<file path="config.mk">
export PLATFORM = sky130hd
export DESIGN_NAME = sipo_deserializer_flat
export DESIGN_NICKNAME = d
export VERILOG_FILES = /design/src/rtl/sipo_pkg.sv /design/src/rtl/sipo_deserializer_if.sv /design/src/rtl/sipo_shift_core.sv /design/src/rtl/sipo_deserializer.sv /design/src/flat_wrapper.sv
export SDC_FILE = /design/constraint.sdc
export NUM_CORES = 1
export LEC_CHECK = 0
export ABC_AREA = 1
export CAP_MARGIN = 10
export CORE_MARGIN = 4
export CORE_UTILIZATION = 25
export DETAILED_ROUTE_END_ITERATION = 8
export MAX_ROUTING_LAYER = met4
export PLACE_DENSITY = 0.43
export SYNTH_ARGS = -nofsm -noshare
export SYNTH_HDL_FRONTEND = slang
export SYNTH_SLANG_ARGS = --single-unit
</file>
<file path="constraint.sdc">
create_clock -name clk -period 2.88 [get_ports clk]
set_clock_uncertainty 0.2 [all_clocks]
set_input_delay 0.864 -clock clk [delete_from_list [all_inputs] [get_ports clk]]
set_output_delay 0.864 -clock clk [all_outputs]
set_load 0.1 [all_outputs]
</file>
<file path="src/rtl/sipo_pkg.sv">
// Shared types and constants for the SIPO deserializer.
//   sipo_state_t   : receiver FSM state encoding
//   DIR_*          : bit-order codes latched at the start of each frame
//   even_parity    : reduction-XOR helper used for the optional parity check
// Optional feature macro: PARITY_EN. When it is defined, the receiver expects a
// parity bit after each data word.
package sipo_pkg;

    typedef enum logic [1:0] {
        IDLE   = 2'd0,
        SHIFT  = 2'd1,
        PARITY = 2'd2
    } sipo_state_t;

    localparam logic DIR_MSB_FIRST = 1'b0;
    localparam logic DIR_LSB_FIRST = 1'b1;

    // Callers zero-extend narrower vectors; zero bits do not change the XOR.
    function automatic logic even_parity(input logic [63:0] v);
        return ^v;
    endfunction

endpackage

</file>
<file path="src/rtl/sipo_deserializer_if.sv">
// Bus bundle for the SIPO deserializer.
//   s_in, s_valid, lsb_first : strobed serial input and its bit-order select
//   m_data, m_valid, m_ready : valid/ready parallel output
//   m_perr                   : parity error flag (only when PARITY_EN is defined)
// slave modport  = the deserializer side
// master modport = the serial source / word consumer side
interface sipo_deserializer_if #(
    parameter int N = 8
);
    logic         s_in;
    logic         s_valid;
    logic         lsb_first;
    logic [N-1:0] m_data;
    logic         m_valid;
    logic         m_ready;
`ifdef PARITY_EN
    logic         m_perr;
`endif

    modport slave (
        input  s_in, s_valid, lsb_first, m_ready,
`ifdef PARITY_EN
        output m_perr,
`endif
        output m_data, m_valid
    );

    modport master (
        output s_in, s_valid, lsb_first, m_ready,
`ifdef PARITY_EN
        input  m_perr,
`endif
        input  m_data, m_valid
    );
endinterface

</file>
<file path="src/rtl/sipo_shift_core.sv">
// N-bit bidirectional shift register.
//   clk, reset_n : clock, asynchronous active-low reset
//   en           : shift one bit in this cycle
//   dir          : 0 = MSB first (shift left), 1 = LSB first (shift right)
//   clr          : synchronous clear, wins over en
//   din          : serial data bit
//   q            : register contents
// After N shifts in either direction, q holds the word in its natural bit order.
module sipo_shift_core
    import sipo_pkg::*;
#(
    parameter int N = 8
) (
    input  logic         clk,
    input  logic         reset_n,
    input  logic         en,
    input  logic         dir,
    input  logic         clr,
    input  logic         din,
    output logic [N-1:0] q
);

    logic [N-1:0] sr_r;

    // Shift register: clear first, otherwise shift toward the LSB or the MSB end
    always_ff @(posedge clk or negedge reset_n) begin
        if (!reset_n) begin
            sr_r <= {N{1'b0}};
        end else if (clr) begin
            sr_r <= {N{1'b0}};
        end else if (en) begin
            if (dir == DIR_LSB_FIRST) begin
                sr_r <= {din, sr_r[N-1:1]};
            end else begin
                sr_r <= {sr_r[N-2:0], din};
            end
        end else begin
            sr_r <= sr_r;
        end
    end

    assign q = sr_r;

endmodule

</file>
<file path="src/rtl/sipo_deserializer.sv">
// Serial-in / parallel-out receiver with a one-word output buffer.
//   clk, reset_n : clock, asynchronous active-low reset
//   clear        : synchronous abort of the partial frame; also clears overrun
//   bus          : sipo_deserializer_if.slave (serial in, valid/ready word out)
//   busy         : a frame is partially received
//   overrun      : sticky; a completed word was dropped because the buffer was full
// Optional feature macro: PARITY_EN (adds a parity bit per frame and bus.m_perr).
// A new frame can be assembled while the previous word waits in the buffer.
module sipo_deserializer
    import sipo_pkg::*;
#(
    parameter int N = 8
) (
    input  logic                clk,
    input  logic                reset_n,
    input  logic                clear,
    sipo_deserializer_if.slave  bus,
    output logic                busy,
    output logic                overrun
);

    localparam int CNT_W = $clog2(N + 1);
    localparam logic [CNT_W-1:0] CNT_ZERO = CNT_W'(0);
    localparam logic [CNT_W-1:0] CNT_ONE  = CNT_W'(1);
    localparam logic [CNT_W-1:0] LAST_IDX = CNT_W'(N - 1);

    sipo_state_t      state_r, state_nx_s;
    logic [CNT_W-1:0] cnt_r, cnt_nx_s;
    logic             dir_r, dir_s;
    logic             busy_r;
    logic             start_s, shift_en_s, complete_s, load_s;
    logic [N-1:0]     q_s, word_s;
    logic [N-1:0]     m_data_r;
    logic             m_valid_r, overrun_r;
`ifdef PARITY_EN
    logic             perr_s, m_perr_r;
`endif

    // The first bit of a frame uses the live bit-order input; later bits use the latched one
    assign dir_s = (state_r == IDLE) ? bus.lsb_first : dir_r;

    sipo_shift_core #(.N(N)) u_core (
        .clk     (clk),
        .reset_n (reset_n),
        .en      (shift_en_s),
        .dir     (dir_s),
        .clr     (clear),
        .din     (bus.s_in),
        .q       (q_s)
    );

    // State register, bit counter, latched bit order and busy flag
    always_ff @(posedge clk or negedge reset_n) begin
        if (!reset_n) begin
            state_r <= IDLE;
            cnt_r   <= CNT_ZERO;
            dir_r   <= DIR_MSB_FIRST;
            busy_r  <= 1'b0;
        end else begin
            state_r <= state_nx_s;
            cnt_r   <= cnt_nx_s;
            busy_r  <= (state_nx_s != IDLE);
            if (start_s) begin
                dir_r <= bus.lsb_first;
            end else begin
                dir_r <= dir_r;
            end
        end
    end

    // Next-state and counter logic; clear overrides any strobe
    always_comb begin
        state_nx_s = state_r;
        cnt_nx_s   = cnt_r;
        if (clear) begin
            state_nx_s = IDLE;
            cnt_nx_s   = CNT_ZERO;
        end else if (bus.s_valid) begin
            case (state_r)
                IDLE: begin
                    state_nx_s = SHIFT;
                    cnt_nx_s   = CNT_ONE;
                end
                SHIFT: begin
                    if (cnt_r == LAST_IDX) begin
`ifdef PARITY_EN
                        state_nx_s = PARITY;
                        cnt_nx_s   = cnt_r + CNT_ONE;
`else
                        state_nx_s = IDLE;
                        cnt_nx_s   = CNT_ZERO;
`endif
                    end else begin
                        cnt_nx_s = cnt_r + CNT_ONE;
                    end
                end
                PARITY: begin
                    state_nx_s = IDLE;
                    cnt_nx_s   = CNT_ZERO;
                end
                default: begin
                    state_nx_s = IDLE;
                    cnt_nx_s   = CNT_ZERO;
                end
            endcase
        end else begin
            state_nx_s = state_r;
            cnt_nx_s   = cnt_r;
        end
    end

    // Per-cycle controls: frame start, shift enable, frame completion, buffer load
    always_comb begin
        start_s    = 1'b0;
        shift_en_s = 1'b0;
        complete_s = 1'b0;
        if (!clear && bus.s_valid) begin
            case (state_r)
                IDLE: begin
                    start_s    = 1'b1;
                    shift_en_s = 1'b1;
                end
                SHIFT: begin
                    shift_en_s = 1'b1;
`ifdef PARITY_EN
                    complete_s = 1'b0;
`else
                    complete_s = (cnt_r == LAST_IDX);
`endif
                end
                PARITY: begin
`ifdef PARITY_EN
                    complete_s = 1'b1;
`else
                    complete_s = 1'b0;
`endif
                end
                default: begin
                    complete_s = 1'b0;
                end
            endcase
        end else begin
            shift_en_s = 1'b0;
        end
        // Buffer accepts the new word if it is empty or is being drained this cycle
        load_s = complete_s && (!m_valid_r || bus.m_ready);
    end

    // Completed word: with parity the data is already in the register, otherwise
    // the last data bit is merged here so the word is ready on the strobe edge
    always_comb begin
`ifdef PARITY_EN
        word_s = q_s;
        perr_s = even_parity(64'(q_s)) ^ bus.s_in;
`else
        if (dir_r == DIR_LSB_FIRST) begin
            word_s = {bus.s_in, q_s[N-1:1]};
        end else begin
            word_s = {q_s[N-2:0], bus.s_in};
        end
`endif
    end

    // Output buffer: load on completion, drop valid on handshake; data stays put otherwise
    always_ff @(posedge clk or negedge reset_n) begin
        if (!reset_n) begin
            m_data_r  <= {N{1'b0}};
            m_valid_r <= 1'b0;
`ifdef PARITY_EN
            m_perr_r  <= 1'b0;
`endif
        end else if (load_s) begin
            m_data_r  <= word_s;
            m_valid_r <= 1'b1;
`ifdef PARITY_EN
            m_perr_r  <= perr_s;
`endif
        end else if (m_valid_r && bus.m_ready) begin
            m_valid_r <= 1'b0;
        end else begin
            m_valid_r <= m_valid_r;
        end
    end

    // Sticky overrun: set when a finished word finds the buffer full and not draining
    always_ff @(posedge clk or negedge reset_n) begin
        if (!reset_n) begin
            overrun_r <= 1'b0;
        end else if (clear) begin
            overrun_r <= 1'b0;
        end else if (complete_s && m_valid_r && !bus.m_ready) begin
            overrun_r <= 1'b1;
        end else begin
            overrun_r <= overrun_r;
        end
    end

    assign bus.m_data  = m_data_r;
    assign bus.m_valid = m_valid_r;
`ifdef PARITY_EN
    assign bus.m_perr  = m_perr_r;
`endif
    assign busy        = busy_r;
    assign overrun     = overrun_r;

endmodule

</file>
<file path="src/flat_wrapper.sv">
// flat-port wrapper written by rule: the top's interface ports become plain ports
module sipo_deserializer_flat import sipo_pkg::*;
#(
    parameter int N = 8
)
  (clk, reset_n, clear, busy, overrun, bus_s_in, bus_s_valid, bus_lsb_first, bus_m_ready, bus_m_data, bus_m_valid);
  sipo_deserializer_if #(.N(N)) bus_i ();
  input  logic clk;
  input  logic reset_n;
  input  logic clear;
  output logic busy;
  output logic overrun;
  input wire logic [$bits(bus_i.s_in)-1:0] bus_s_in;
  input wire logic [$bits(bus_i.s_valid)-1:0] bus_s_valid;
  input wire logic [$bits(bus_i.lsb_first)-1:0] bus_lsb_first;
  input wire logic [$bits(bus_i.m_ready)-1:0] bus_m_ready;
  output wire logic [$bits(bus_i.m_data)-1:0] bus_m_data;
  output wire logic [$bits(bus_i.m_valid)-1:0] bus_m_valid;
  assign bus_i.s_in = bus_s_in;
  assign bus_i.s_valid = bus_s_valid;
  assign bus_i.lsb_first = bus_lsb_first;
  assign bus_i.m_ready = bus_m_ready;
  assign bus_m_data = bus_i.m_data;
  assign bus_m_valid = bus_i.m_valid;
  sipo_deserializer #(.N(N)) u_core (.clk(clk), .reset_n(reset_n), .clear(clear), .bus(bus_i), .busy(busy), .overrun(overrun));
endmodule
</file>
After elaboration in Yosys (flattened, before gate mapping)
Index checks and enable logic that the tools add are counted.
{"block": "word_totals", "in_bits": 7, "output_inout_bits": 11, "register_bits": 26, "word_cells": 50}
{"block": "classes", "n_reduce_logical": 16, "addsub": 1, "muxes": 23, "n_eq_ne": 2}
{"cell": "8-bit 2-to-1 mux", "count": 4}
{"cell": "4-bit 2-to-1 mux", "count": 3}
{"cell": "1-bit 2-to-1 mux", "count": 11}
{"cell": "2-bit nonzero test", "count": 5}
{"cell": "4-bit case mux with 2 select lines", "count": 1}
{"cell": "2-bit 2-to-1 mux", "count": 3}
{"cell": "1-bit logical AND", "count": 5}
{"cell": "4-bit by 1-bit adder with 4-bit output (second input constant)", "count": 1}
{"cell": "4-bit by 3-bit equality test with 1-bit output (second input constant)", "count": 1}
{"cell": "2-bit case mux with 2 select lines", "count": 1}
{"cell": "1-bit logical NOT", "count": 3}
{"cell": "2-bit by 1-bit equality test with 1-bit output (second input constant)", "count": 1}
{"cell": "2-bit logical NOT", "count": 1}
{"cell": "2-bit OR reduction", "count": 1}
{"cell": "1-bit logical OR", "count": 1}

Logic depth before layout (Yosys ltp)
{"block": "logic_depth", "depth_word": 7, "mapped_depth": 7, "mapped_depth_nobuf": 7}

Hierarchy
From an unflattened synthesis, not the netlist that was laid out.
{"block": "unflattened", "hier_cells": 179, "area_unflattened_um2": 1378.8}
{"mod": "sipo_deserializer", "area_each_um2": 962.2, "instances": 1, "seq_area_each_um2": 450.4, "cells_each": 118}
{"mod": "sipo_shift_core", "area_each_um2": 416.6, "instances": 1, "seq_area_each_um2": 200.2, "cells_each": 61}

Least setup slack after synthesis
OpenSTA, ideal clock, no wires.
{"block": "synth_path", "kind": "register to output", "from": "register u_core.m_valid_r (netlist: u_core.bus.m_valid)", "to": "output port bus_m_valid", "path_stages_with_launch": 1, "setup_slack_ps": 891, "n_path_buf": 0, "required_time_ps": 1816, "t_arrival_ps": 925, "path_cell_list": "dfrtp_1"}
{"element": "start: declaration", "line_no": "sipo_deserializer.sv:34", "text": "logic m_valid_r, overrun_r;"}
{"element": "start signal: assignment", "line_no": "sipo_deserializer.sv:181", "text": "m_valid_r <= m_valid_r;"}
{"element": "end: declaration", "line_no": "flat_wrapper.sv:18", "text": "output wire logic [$bits(bus_i.m_valid)-1:0] bus_m_valid;"}
No word-level cell between the ends.

Final worst setup path
{"block": "layout_path", "from": "input port clear", "to": "register u_core.m_data_r[2] (netlist: u_core.bus.m_data[2])"}
{"block": "layout_between", "elab_chain_len": 4}
{"element": "start: declaration", "line_no": "flat_wrapper.sv:10", "text": "input logic clear;"}
{"element": "1-bit logical NOT", "line_no": "sipo_deserializer.sv:117", "text": "if (!clear && bus.s_valid) begin"}
{"element": "1-bit logical AND", "line_no": "sipo_deserializer.sv:117"}
{"element": "1-bit 2-to-1 mux", "line_no": "sipo_deserializer.sv:117"}
{"element": "1-bit logical AND", "line_no": "sipo_deserializer.sv:146", "text": "load_s = complete_s && (!m_valid_r || bus.m_ready);"}
{"element": "end signal: assignment", "line_no": "sipo_deserializer.sv:167", "text": "m_data_r <= {N{1'b0}};"}
{"element": "end signal: assignment", "line_no": "sipo_deserializer.sv:173", "text": "m_data_r <= word_s;"}
{"element": "end: declaration", "line_no": "sipo_deserializer.sv:33", "text": "logic [N-1:0] m_data_r;"}
Every way passes these cells.
A chain may end at the register's enable or synchronous reset.

==> flow_summary.json <==
{
  "cp-startpoint": "clear",
  "cts_root_buf": "clkbuf_8",
  "required_ns": 2.84,
  "num_rows": 26,
  "critPathCaptureType": "flop",
  "reg2regPathDepth": 6,
  "dp.cells": 255,
  "status": "completed",
  "area_delta_synth_final_pct": 17.9,
  "relSlewSlack_pct": 67.4,
  "dieArea_um2": 6760,
  "clk_pin_slew_ns": 0.08,
  "ys_seq_area_share_pct": 47.3,
  "ys_ff_latch": 26,
  "fmax_ghz": 0.470,
  "synth_top_family_by_area": "simple AND/OR/NAND/NOR gates",
  "insertion_delay_ns": 0.26,
  "pre_cts_ws_ns": 0.448,
  "ys_types": 23,
  "synth_area_um2": 1380,
  "synth_area_per_cell_um2": 8.05,
  "drt-total-wl_mm": 2.91,
  "core-area_um2": 5200,
  "stdcell_count": 258,
  "postCtsSetupBuffers": 0,
  "min_period_ns": 2.13,
  "yosys.area_share.simple_pct": 37.2,
  "fin_crit_sh_pct": 73.9,
  "io_buffers": 17,
  "final_common_cell": "nand2_1",
  "cts_buffer_depth": 2,
  "regToRegSetupSlack_ns": 1.10,
  "ys.warnings.count": 0,
  "synth_top_area_share_pct": 47.3,
  "firstDrtPassIters": 4,
  "layout-drive-gt1-share_pct": 14.4,
  "post_cts_resized": 0,
  "endpoint": "u_core.bus.m_data[2]$_DFFE_PN0P_",
  "globalRouteTotalUtil_pct": 9.72,
  "cap_viol_max_count": 0,
  "tightest_slew_ns": 0.489,
  "die_w_um": 82.2,
  "synthCells": 171,
  "grt_max_degree": 27,
  "gp_congestion": 0.835,
  "cts.sinks": 26,
  "hp-start": "u_core.u_core.q[0]$_DFFE_PN0P_",
  "min_delay_path_depth": 2,
  "grt_pass1_wl_mm": 4.90,
  "die_h_um": 82.2,
  "syn-num-nets": 179,
  "fin_util_pct": 31.2,
  "hp-class": "flop to flop",
  "final_cell_mix": "nand2_1, nand3_1, dfrtp_1",
  "synth_compound_area_share_pct": 5.55,
  "setup_violations": 0,
  "critical_path_class": "input pin to flop",
  "hold_buffers": 0,
  "rsz0062_at_grt": "false",
  "hold_viol": 0,
  "drtIter0Drc": 59,
  "hpwlAfterDp_mm": 2.29,
  "timing.rr.start": "u_core.cnt_r[0]$_DFFE_PN0P_",
  "crit_path_max_incr_delay_ns": 0.52,
  "htreeDepth": 1,
  "numCtsBuffers": 3,
  "synth_top_cell_by_area": "dfrtp_1",
  "peakVddDrop_v": 0.000168,
  "synthXorXnorAreaFrac_pct": 1.27,
  "final_nets": 198,
  "via_count": 1116,
  "slowest_stage": "clkdlybuf4s50_1",
  "tns_ns": 0,
  "slew_viol_final": 0,
  "ant_nets": 0,
  "synthTopCellsByArea": "dfrtp_1, nand2_1, nand3_1",
  "route.detailed.drc": 0,
  "fin_ws_ns": 0.752,
  "grt_pass1_vias": 1074,
  "p_leak_uw": 0.000827,
  "cp_common_cell": "nand2_1",
  "powerDensity_nw_per_um2": 437,
  "muxShareOfSynthArea_pct": 0,
  "io_pins": 18,
  "synthAdderAreaFrac_pct": 0.909,
  "arrival_ns": 2.08,
  "r2r-end": "u_core.bus.m_data[2]$_DFFE_PN0P_",
  "worst-path-max-fanout": 9,
  "cts_tree": "done",
  "start_util_pct": 26.4,
  "vias_per_cell": 4.33,
  "timing.hold.ws_ns": 0.284,
  "critPathLaunchType": "input pin",
  "crit_chain": "clkdlybuf4s50_1 -> inv_2 -> nand2_4 -> nor2_4 -> nand3_2 -> nand2_1 -> nand2_1",
  "wl_per_cell_um": 11.3,
  "num_antenna_cells": 0,
  "overflow": 0,
  "antenna_found_initial": 0
}
[area by class of cell]
| type | instances | area, um2 |
|---|---|---|
| clock buffer | 3 | 41.3 |
| fill | 570 | 3580 |
| inverter | 18 | 67.6 |
| multi-input combinational | 122 | 618 |
| sequential | 26 | 651 |
| tap | 70 | 87.6 |
| timing repair buffer | 19 | 158 |
[power breakdown]
part	internal, uW	switching, uW	leakage [uW]
clock	93.4	104	0.0000216
sequential	380	20.5	0.000354
combinational	39.6	71.8	0.000451
[cell families (layout without fill, tap and decap cells)]
group	Yosys count	in the layout
AND/OR/NAND/NOR	106	106
XOR/XNOR	2	2
adder cells (fa/ha/maj)	1	1
buffers and inverters	23	40
flip-flops	26	26
AO/OA/AOI/OAI	13	13
[per-stage QoR]
stage	total power (uW)	instance area [um2]
floorplan	486	1380
global placement	522	1580
detailed placement	521	1580
CTS	731	1620
global route	763	1620
finish	710	1620
[routing by layer]
layer	GRT usage [%]	up-vias	share of wire (%)
li1	-	592	-
met1	12.2	505	48
met2	15.1	17	48
met3	2.39	2	3.4
met4	3.49	0	0.72
met5	-	-	0
[cells in the mapped netlist (all sizes together)]
cell type and number:
nand2 59, dfrtp 26, buf 5, a22o 1
ha 1, o21ai 12, xor2 1, nor2 7
nand4 9, nor3 1, xnor2 1, nand3b 2
nand3 28, inv 18
[registers in the layout (all words and copies together), names as in the netlist]
signal,count
u_core.bus.m_valid,1
u_core.state_r,2
u_core.overrun,1
u_core.u_core.q,8
u_core.busy,1
u_core.cnt_r,4
u_core.bus.m_data,8
u_core.dir_r,1
[worst min-delay path by stage]
stage	to	slack (ns)
3_3_place_gp	u_core.bus.m_data[7]$_DFFE_PN0P_	0.27
4_1_cts	u_core.u_core.q[0]$_DFFE_PN0P_	0.29
2_1_floorplan	u_core.u_core.q[0]$_DFFE_PN0P_	0.25
6_report	u_core.u_core.q[0]$_DFFE_PN0P_	0.28
5_1_grt	u_core.bus.m_data[4]$_DFFE_PN0P_	0.33
3_5_place_dp	u_core.bus.m_data[4]$_DFFE_PN0P_	0.27
[critical path, delay by kind of cell]
| family | cells | cell delay [ns] |
|---|---|---|
| buffers and inverters | 2 | 0.63 |
| AND/OR/NAND/NOR | 5 | 0.59 |
Note: power is estimated with default switching activity, not from simulation.
